`src/rtl/cnu_msg_expand_pkg.sv`:
```
// rtl/cnu_msg_expand_pkg.sv - shared CNU constants and FSM state encoding
package cnu_msg_expand_pkg;

  localparam int QUAN_SIZE_DEF = 3;
  localparam int DC_DEF        = 6;
  localparam int IDX_W_DEF     = 3;

  typedef enum logic {
    IDLE = 1'b0,
    EMIT = 1'b1
  } state_t;

endpackage

```
`src/rtl/cnu_msg_expand_if.sv`:
```
// rtl/cnu_msg_expand_if.sv - compressed record in, per-edge extrinsic message out
interface cnu_msg_expand_if #(
  parameter int QUAN_SIZE = 3,
  parameter int DC        = 6,
  parameter int IDX_W     = 3
) ();

  logic                 in_valid;
  logic                 in_ready;
  logic [QUAN_SIZE-1:0] min1;
  logic [QUAN_SIZE-1:0] min2;
  logic [IDX_W-1:0]     min_index;
  logic                 sign_prod;
  logic [DC-1:0]        sign_vec;

  logic                 out_valid;
  logic                 out_ready;
  logic                 out_sign;
  logic [QUAN_SIZE-1:0] out_mag;
  logic [IDX_W-1:0]     out_edge;
  logic                 out_last;

  modport master (
    output in_valid, min1, min2, min_index, sign_prod, sign_vec, out_ready,
    input  in_ready, out_valid, out_sign, out_mag, out_edge, out_last
  );

  modport slave (
    input  in_valid, min1, min2, min_index, sign_prod, sign_vec, out_ready,
    output in_ready, out_valid, out_sign, out_mag, out_edge, out_last
  );

endinterface

```
`src/rtl/cnu_msg_expand.sv`:
```
// rtl/cnu_msg_expand.sv - expands a min1/min2 check-node record into DC extrinsic messages
module cnu_msg_expand
  import cnu_msg_expand_pkg::*;
#(
  parameter int QUAN_SIZE = QUAN_SIZE_DEF,
  parameter int DC        = DC_DEF,
  parameter int IDX_W     = IDX_W_DEF
) (
  input  logic             sys_clk,
  input  logic             rst,
  cnu_msg_expand_if.slave  bus
);

  localparam logic [IDX_W-1:0] LAST_EDGE = IDX_W'(DC - 1);

  state_t               state;
  state_t               state_nxt;
  logic [IDX_W-1:0]     cnt;
  logic [QUAN_SIZE-1:0] min1_q;
  logic [QUAN_SIZE-1:0] min2_q;
  logic [IDX_W-1:0]     min_index_q;
  logic                 sign_prod_q;
  logic [DC-1:0]        sign_vec_q;

  logic                 is_last;
  logic [DC-1:0]        sign_shift;
  logic                 in_hs;
  logic                 out_hs;

  assign in_hs  = bus.in_valid & bus.in_ready;
  assign out_hs = bus.out_valid & bus.out_ready;

  always_ff @(posedge sys_clk or posedge rst) begin
    if (rst) begin
      state <= IDLE;
    end else begin
      state <= state_nxt;
    end
  end

  // Outputs decode only from registered state, so an async reset blanks them at once.
  always_comb begin
    state_nxt     = state;
    bus.in_ready  = 1'b0;
    bus.out_valid = 1'b0;
    bus.out_sign  = 1'b0;
    bus.out_mag   = '0;
    bus.out_edge  = '0;
    bus.out_last  = 1'b0;
    is_last       = (cnt == LAST_EDGE);
    sign_shift    = sign_vec_q >> cnt;
    case (state)
      IDLE: begin
        bus.in_ready = ~rst;
        if (bus.in_valid && !rst) begin
          state_nxt = EMIT;
        end
      end
      EMIT: begin
        bus.out_valid = 1'b1;
        bus.out_edge  = cnt;
        bus.out_last  = is_last;
        bus.out_mag   = (cnt == min_index_q) ? min2_q : min1_q;
        bus.out_sign  = sign_prod_q ^ sign_shift[0];
        bus.in_ready  = is_last & bus.out_ready & ~rst;
        if (is_last && bus.out_ready) begin
          state_nxt = bus.in_valid ? EMIT : IDLE;
        end
      end
      default: state_nxt = IDLE;
    endcase
  end

  // A reload on the last beat restarts at edge 0 with no idle cycle.
  always_ff @(posedge sys_clk or posedge rst) begin
    if (rst) begin
      cnt         <= '0;
      min1_q      <= '0;
      min2_q      <= '0;
      min_index_q <= '0;
      sign_prod_q <= 1'b0;
      sign_vec_q  <= '0;
    end else if (in_hs) begin
      cnt         <= '0;
      min1_q      <= bus.min1;
      min2_q      <= bus.min2;
      min_index_q <= bus.min_index;
      sign_prod_q <= bus.sign_prod;
      sign_vec_q  <= bus.sign_vec;
    end else if (out_hs && !is_last) begin
      cnt <= cnt + 1'b1;
    end
  end

endmodule

```
`src/flat_wrapper.sv`:
```
// flat-port wrapper written by rule: the top's interface ports become plain ports
module cnu_msg_expand_flat import cnu_msg_expand_pkg::*;
#(
  parameter int QUAN_SIZE = QUAN_SIZE_DEF,
  parameter int DC        = DC_DEF,
  parameter int IDX_W     = IDX_W_DEF
)
  (sys_clk, rst, bus_in_valid, bus_min1, bus_min2, bus_min_index, bus_sign_prod, bus_sign_vec, bus_out_ready, bus_in_ready, bus_out_valid, bus_out_sign, bus_out_mag, bus_out_edge, bus_out_last);
  cnu_msg_expand_if #(.QUAN_SIZE(QUAN_SIZE), .DC(DC), .IDX_W(IDX_W)) bus_i ();
  input  logic sys_clk;
  input  logic rst;
  input wire logic [$bits(bus_i.in_valid)-1:0] bus_in_valid;
  input wire logic [$bits(bus_i.min1)-1:0] bus_min1;
  input wire logic [$bits(bus_i.min2)-1:0] bus_min2;
  input wire logic [$bits(bus_i.min_index)-1:0] bus_min_index;
  input wire logic [$bits(bus_i.sign_prod)-1:0] bus_sign_prod;
  input wire logic [$bits(bus_i.sign_vec)-1:0] bus_sign_vec;
  input wire logic [$bits(bus_i.out_ready)-1:0] bus_out_ready;
  output wire logic [$bits(bus_i.in_ready)-1:0] bus_in_ready;
  output wire logic [$bits(bus_i.out_valid)-1:0] bus_out_valid;
  output wire logic [$bits(bus_i.out_sign)-1:0] bus_out_sign;
  output wire logic [$bits(bus_i.out_mag)-1:0] bus_out_mag;
  output wire logic [$bits(bus_i.out_edge)-1:0] bus_out_edge;
  output wire logic [$bits(bus_i.out_last)-1:0] bus_out_last;
  assign bus_i.in_valid = bus_in_valid;
  assign bus_i.min1 = bus_min1;
  assign bus_i.min2 = bus_min2;
  assign bus_i.min_index = bus_min_index;
  assign bus_i.sign_prod = bus_sign_prod;
  assign bus_i.sign_vec = bus_sign_vec;
  assign bus_i.out_ready = bus_out_ready;
  assign bus_in_ready = bus_i.in_ready;
  assign bus_out_valid = bus_i.out_valid;
  assign bus_out_sign = bus_i.out_sign;
  assign bus_out_mag = bus_i.out_mag;
  assign bus_out_edge = bus_i.out_edge;
  assign bus_out_last = bus_i.out_last;
  cnu_msg_expand #(.QUAN_SIZE(QUAN_SIZE), .DC(DC), .IDX_W(IDX_W)) u_core (.sys_clk(sys_clk), .rst(rst), .bus(bus_i));
endmodule
```
`config.mk`:
```
export PLATFORM = sky130hd
export DESIGN_NAME = cnu_msg_expand_flat
export DESIGN_NICKNAME = d
export VERILOG_FILES = /design/src/rtl/cnu_msg_expand_pkg.sv /design/src/rtl/cnu_msg_expand_if.sv /design/src/rtl/cnu_msg_expand.sv /design/src/flat_wrapper.sv
export SDC_FILE = /design/constraint.sdc
export NUM_CORES = 1
export LEC_CHECK = 0
export BUFFER_PORTS_ARGS = -buffer_cell sky130_fd_sc_hd__buf_2
export CAP_MARGIN = 20
export CORE_MARGIN = 1.5
export CORE_UTILIZATION = 25
export CTS_CLUSTER_DIAMETER = 30
export DETAILED_ROUTE_END_ITERATION = 7
export PLACE_DENSITY = 0.55
export SLEW_MARGIN = 20
export SYNTH_ARGS = -nofsm -noshare
export SYNTH_HDL_FRONTEND = slang
export SYNTH_SLANG_ARGS = --single-unit
```
`constraint.sdc`:
```
create_clock -name sys_clk -period 4.8 [get_ports sys_clk]
set_input_delay 1.2 -clock sys_clk [delete_from_list [all_inputs] [get_ports sys_clk]]
set_output_delay 1.2 -clock sys_clk [all_outputs]
set_load 0.005 [all_outputs]
```
# Word level (Yosys, flattened, before mapping)
# Cells that the tools add are included.
[totals]
elab_cells = 37
output_inout_bits = 10
register_bits = 20
inputBits = 20
[classes]
n_reduce_logical = 6
muxes = 13
bitwise = 7
add_sub_neg = 1
shifts = 1
eq_ne = 2
[op_table]
columns = ["op", "count"]
rows = [
  ["$mux W3", 5],
  ["$mux W1", 6],
  ["$shr A6 B3 Y1", 1],
  ["$and A1 B1 Y1", 4],
  ["$pmux W1 S2", 2],
  ["$add A3 B1 Y3 const B", 1],
  ["$eq A3 B3 Y1", 1],
  ["$eq A3 B3 Y1 const B", 1],
  ["$logic_and A1 B1 Y1", 3],
  ["$logic_not A1 Y1", 2],
  ["$not A1 Y1", 2],
  ["$reduce_bool A2 Y1", 1],
  ["$xor A1 B1 Y1", 1],
]

# Longest topological paths before layout
[depth]
depth_word = 6
depth_mapped = 6
ltp_nobuf = 6

# Worst setup path after synthesis
# No wires, ideal clock.
[synth_timing]
path_kind = "input port to flip-flop"
from = "input rst"
to = "register u_core.min1_q[2]"
n_path_buf = 1
path_slack_ns = 2.050
arrival_time_ns = 2.625
path_stages = 5
path_cell_list = "inv_1 -> nand2_1 -> a21oi_4 -> buf_12 -> mux2_4"
[synth_via]
elab_chain_cells = 4
[synth_rtl]
columns = ["item", "line", "rtl"]
rows = [
  ["start, declared", "flat_wrapper.sv:11", "input logic rst;"],
  ["$not A1 Y1 (*)", "cnu_msg_expand.sv:54, cnu_msg_expand.sv:65", ""],
  ["$and A1 B1 Y1", "cnu_msg_expand.sv:65", "bus.in_ready = is_last & bus.out_ready & ~rst;"],
  ["$pmux W1 S2 (*)", "cnu_msg_expand.sv:52", "case (state)"],
  ["$and A1 B1 Y1 (*)", "cnu_msg_expand.sv:30", "assign in_hs = bus.in_valid & bus.in_ready;"],
  ["end signal, assigned", "cnu_msg_expand.sv:85", "min1_q <= bus.min1;"],
  ["end, declared", "cnu_msg_expand.sv:19", "logic [QUAN_SIZE-1:0] min1_q;"],
]
# Every way passes the cells marked *; elsewhere a longest branch is shown, timed or not.
# A chain may end at the register's enable or synchronous reset.

# Worst setup path after layout
[layout_timing]
from = "register u_core.cnt[0]"
to = "output bus_out_sign"
[layout_via]
elab_chain_cells = 3
[layout_rtl]
columns = ["item", "line", "rtl"]
rows = [
  ["start, declared", "cnu_msg_expand.sv:18", "logic [IDX_W-1:0] cnt;"],
  ["start signal, assigned", "cnu_msg_expand.sv:91", "cnt <= cnt + 1'b1;"],
  ["$shr A6 B3 Y1", "cnu_msg_expand.sv:51", "sign_shift = sign_vec_q >> cnt;"],
  ["$xor A1 B1 Y1", "cnu_msg_expand.sv:64", "bus.out_sign = sign_prod_q ^ sign_shift[0];"],
  ["$mux W1", "cnu_msg_expand.sv:52", ""],
  ["end, declared", "flat_wrapper.sv:21", "output wire logic [$bits(bus_i.out_sign)-1:0] bus_out_sign;"],
]
# Every way passes these cells.

==> flow_summary.yaml <==
global_routing:
  overflow: 0
  grt_max_degree: 22
  antenna_found_initial: 0
  grt_pass1_wl_um: 3190
  grt_pass1_vias: 648
  grt_usage: 0.0939
routing:
  wl_per_cell_um: 12.8
  dr.pass1.iters: 3
  viasPerCell: 4.26
  drc_errors: 0
  drt_wl_total_um: 2040
  drt_iter0_drc: 8
  vias: 682
  ant_nets: 0
logic_synthesis:
  syn_inst: 82
  synth_area_um2: 1070
  synth_top_area_cell: "dfrtp_1"
  yosys.area.top_type_share: 0.466
  synth_common_cells: "20 x dfrtp_1, 9 x mux2_2, 8 x mux2_4, 6 x mux2i_1, 5 x xnor2_1"
  synth_edf_count: 0
  synthesis.nets: 104
  ys_seq_area_frac: 0.466
  async_reset_ff_frac: 1.00
  yosysMostFrequentCell: "dfrtp_1"
  ys.flop_type: "dfrtp_1"
  synth-seq-cells: 20
  synth_area_per_cell_um2: 13.1
  synth_warnings: 0
  synth_top_cells_by_area: "dfrtp_1 47%, mux2_4 11%, mux2_2 9.4%"
  yosysUniqueCellTypes: 27
floorplan:
  floorplan.die_area_um2: 4700
  die_w_um: 68.5
  rows: 23
  design.portCount: 30
  core_um2: 4060
  die_y_um: 68.5
  start_util: 0.265
sta:
  hold_viol_final: 0
  maxSlewViolCount: 0
  hold_slack_ns: 0.510
  finalCritPeriodShare: 0.638
  tns_ns: 0
  finalSetupViolations: 0
  relSlewSlack: 0.481
  worst_slew_pin_slew_ns: 0.778
  fmax_mhz: 327
  min_period_ns: 3.06
  skew_ns: 0.00469
  setup_ws_ns: 1.74
  rsz0062_at_grt: "false"
setup_path:
  cp_data_arrival_time_ns: 1.86
  crit_buf_inv: 1
  crit_chain: "mux2_4 -> a311oi_1 -> mux2i_1 -> buf_2"
  critPathLaunchType: "flop"
  cp_data_required_time_ns: 3.60
  reg2reg_setup_slack_ns: 2.66
  path_class: "reg2out"
  slowest_stage: "dfrtp_1"
  critPathTopFamily: "flip-flops"
  crit_fanout: 8
  cp-end-kind: "output pin"
  critical_path.max_stage_delay_ns: 0.57
clocking:
  cts_tree: "built"
  cts_setup_buffers: 0
  clk_pin_slew_worst_paths_ns: 0.07
  cts.path.max_buffers: 2
  htree_levels: 1
  clock-sinks: 20
  ctsHoldBuffers: 0
  clkLatencyLatePin_ns: 0.25
  numCtsBuffers: 3
  cts.repair.resized: 0
  clockRootBuffer: "clkbuf_8"
pwr:
  p_seq_frac: 0.424
  power_switching_mw: 0.256
  leakage_nw: 0.610
  cellPowerDensity_nw_per_um2: 605
  p_total_mw: 0.772
  sw_frac_of_total: 0.331
  vdd_drop_max_mv: 0.207
  combPwrFrac: 0.439
  pwr-share-clk: 0.137
  power.internal_mw: 0.517
placement:
  dp_cells: 157
  gp_congestion: 0.624
  dp_slack_ns: 1.45
  place_hpwl_um: 1580
  io_buffers: 29
status:
  outcome: "finished clean"
cells_and_area:
  area_delta_synth_final_pct: 18.9
  nNetsFinal: 134
  layoutNonFillerInstCount: 160
  drive_gt1_frac: 0.482
  num-fill-cells: 425
  diodes: 0
run:
  drv_cap: 0
min_path:
  hold_class: "reg2reg"
[flip-flops by register name, summed over array words and instances, names as in the netlist]
register	cells
u_core.sign_prod_q	1
u_core.sign_vec_q	6
u_core.min1_q	3
u_core.min2_q	3
u_core.cnt	3
u_core.state	1
u_core.min_index_q	3
[worst register-to-register path: cells and delay by family, from the launching register on]
kind / cells / cell delay, ns
AO/OA/AOI/OAI: 1 / 0.62
flip-flops: 1 / 0.57
multiplexers: 1 / 0.42
adder cells (fa/ha/maj): 1 / 0.31
AND/OR/NAND/NOR: 1 / 0.11
[cells in the final DEF (no fill, tap or decap), types with 2 or more instances in the layout]
master / netlist / final
mux2_4: 8 / 8
clkbuf_8: 0 / 3
xnor2_1: 5 / 5
nand2_1: 4 / 4
inv_1: 2 / 2
nor2_1: 3 / 3
mux2_2: 9 / 9
ha_1: 2 / 2
buf_2: 0 / 29
mux2i_1: 6 / 6
nor3_1: 2 / 2
dfrtp_1: 20 / 20
and2_1: 2 / 2
nor2b_1: 3 / 3
[final cells by class]
cell class                      instances  area (um2)  share of cell area
Inverter                                2        7.51             0.00588
Multi-Input combinational cell         56         519               0.407
Clock buffer                            3        41.3              0.0324
Timing Repair Buffer                   29         145               0.114
Sequential cell                        20         500               0.392
Tap cell                               50        62.6              0.0490
[power by group through the flow]
stage / Sequential, mW / Combinational, mW / Clock (mW)
CTS: 0.331 / 0.347 / 0.109
global placement: 0.329 / 0.336 / 0
finish: 0.328 / 0.339 / 0.106
detailed placement: 0.335 / 0.344 / 0
floorplan: 0.292 / 0.300 / 0
global route: 0.346 / 0.378 / 0.115
[layer usage]
metal,vias to the layer above,routed length [um],track usage
met2,14,1010,0.148
met1,327,939,0.130
met4,0,7,0.0300
met3,2,89,0.0179
li1,339,-,-
met5,-,0,0
[final timing paths]
check                                                 start                                 to  cells after the start
setup / recovery                  u_core.cnt[0]$_DFFE_PP0P_                       bus_out_sign                      4
hold / removal             u_core.sign_vec_q[4]$_DFFE_PP0P_   u_core.sign_vec_q[4]$_DFFE_PP0P_                      1
setup reg to reg                  u_core.cnt[0]$_DFFE_PP0P_       u_core.min1_q[0]$_DFFE_PP0P_                      4
hold reg to reg            u_core.sign_vec_q[4]$_DFFE_PP0P_   u_core.sign_vec_q[4]$_DFFE_PP0P_                      1
max in group asynchronous                               rst  u_core.min_index_q[0]$_DFFE_PP0P_                      2
min in group asynchronous                               rst     u_core.sign_prod_q$_DFFE_PP0P_                      2
[through the flow]
| stage | area, um2 | utilization |
|---|---|---|
| after floorplan | 1070 | - |
| after global placement | 1230 | 0.304 |
| after detailed placement | 1230 | 0.304 |
| after CTS | 1280 | 0.315 |
| after global routing | 1280 | 0.315 |
| final | 1280 | 0.315 |
[cell families (layout without fill, tap and decap cells)]
logic type | Yosys count | in the layout | synth area share
muxes | 23 | 23 | 0.262
adders and majority gates | 2 | 2 | 0.0233
buffers and inverters | 6 | 34 | 0.0501
and+or+nand+nor | 21 | 21 | 0.118
AOI/OAI and AO/OA | 5 | 5 | 0.0396
xor gates and xnor gates | 5 | 5 | 0.0408
DFF | 20 | 20 | 0.466
Note: power is estimated with default switching activity, not from simulation.
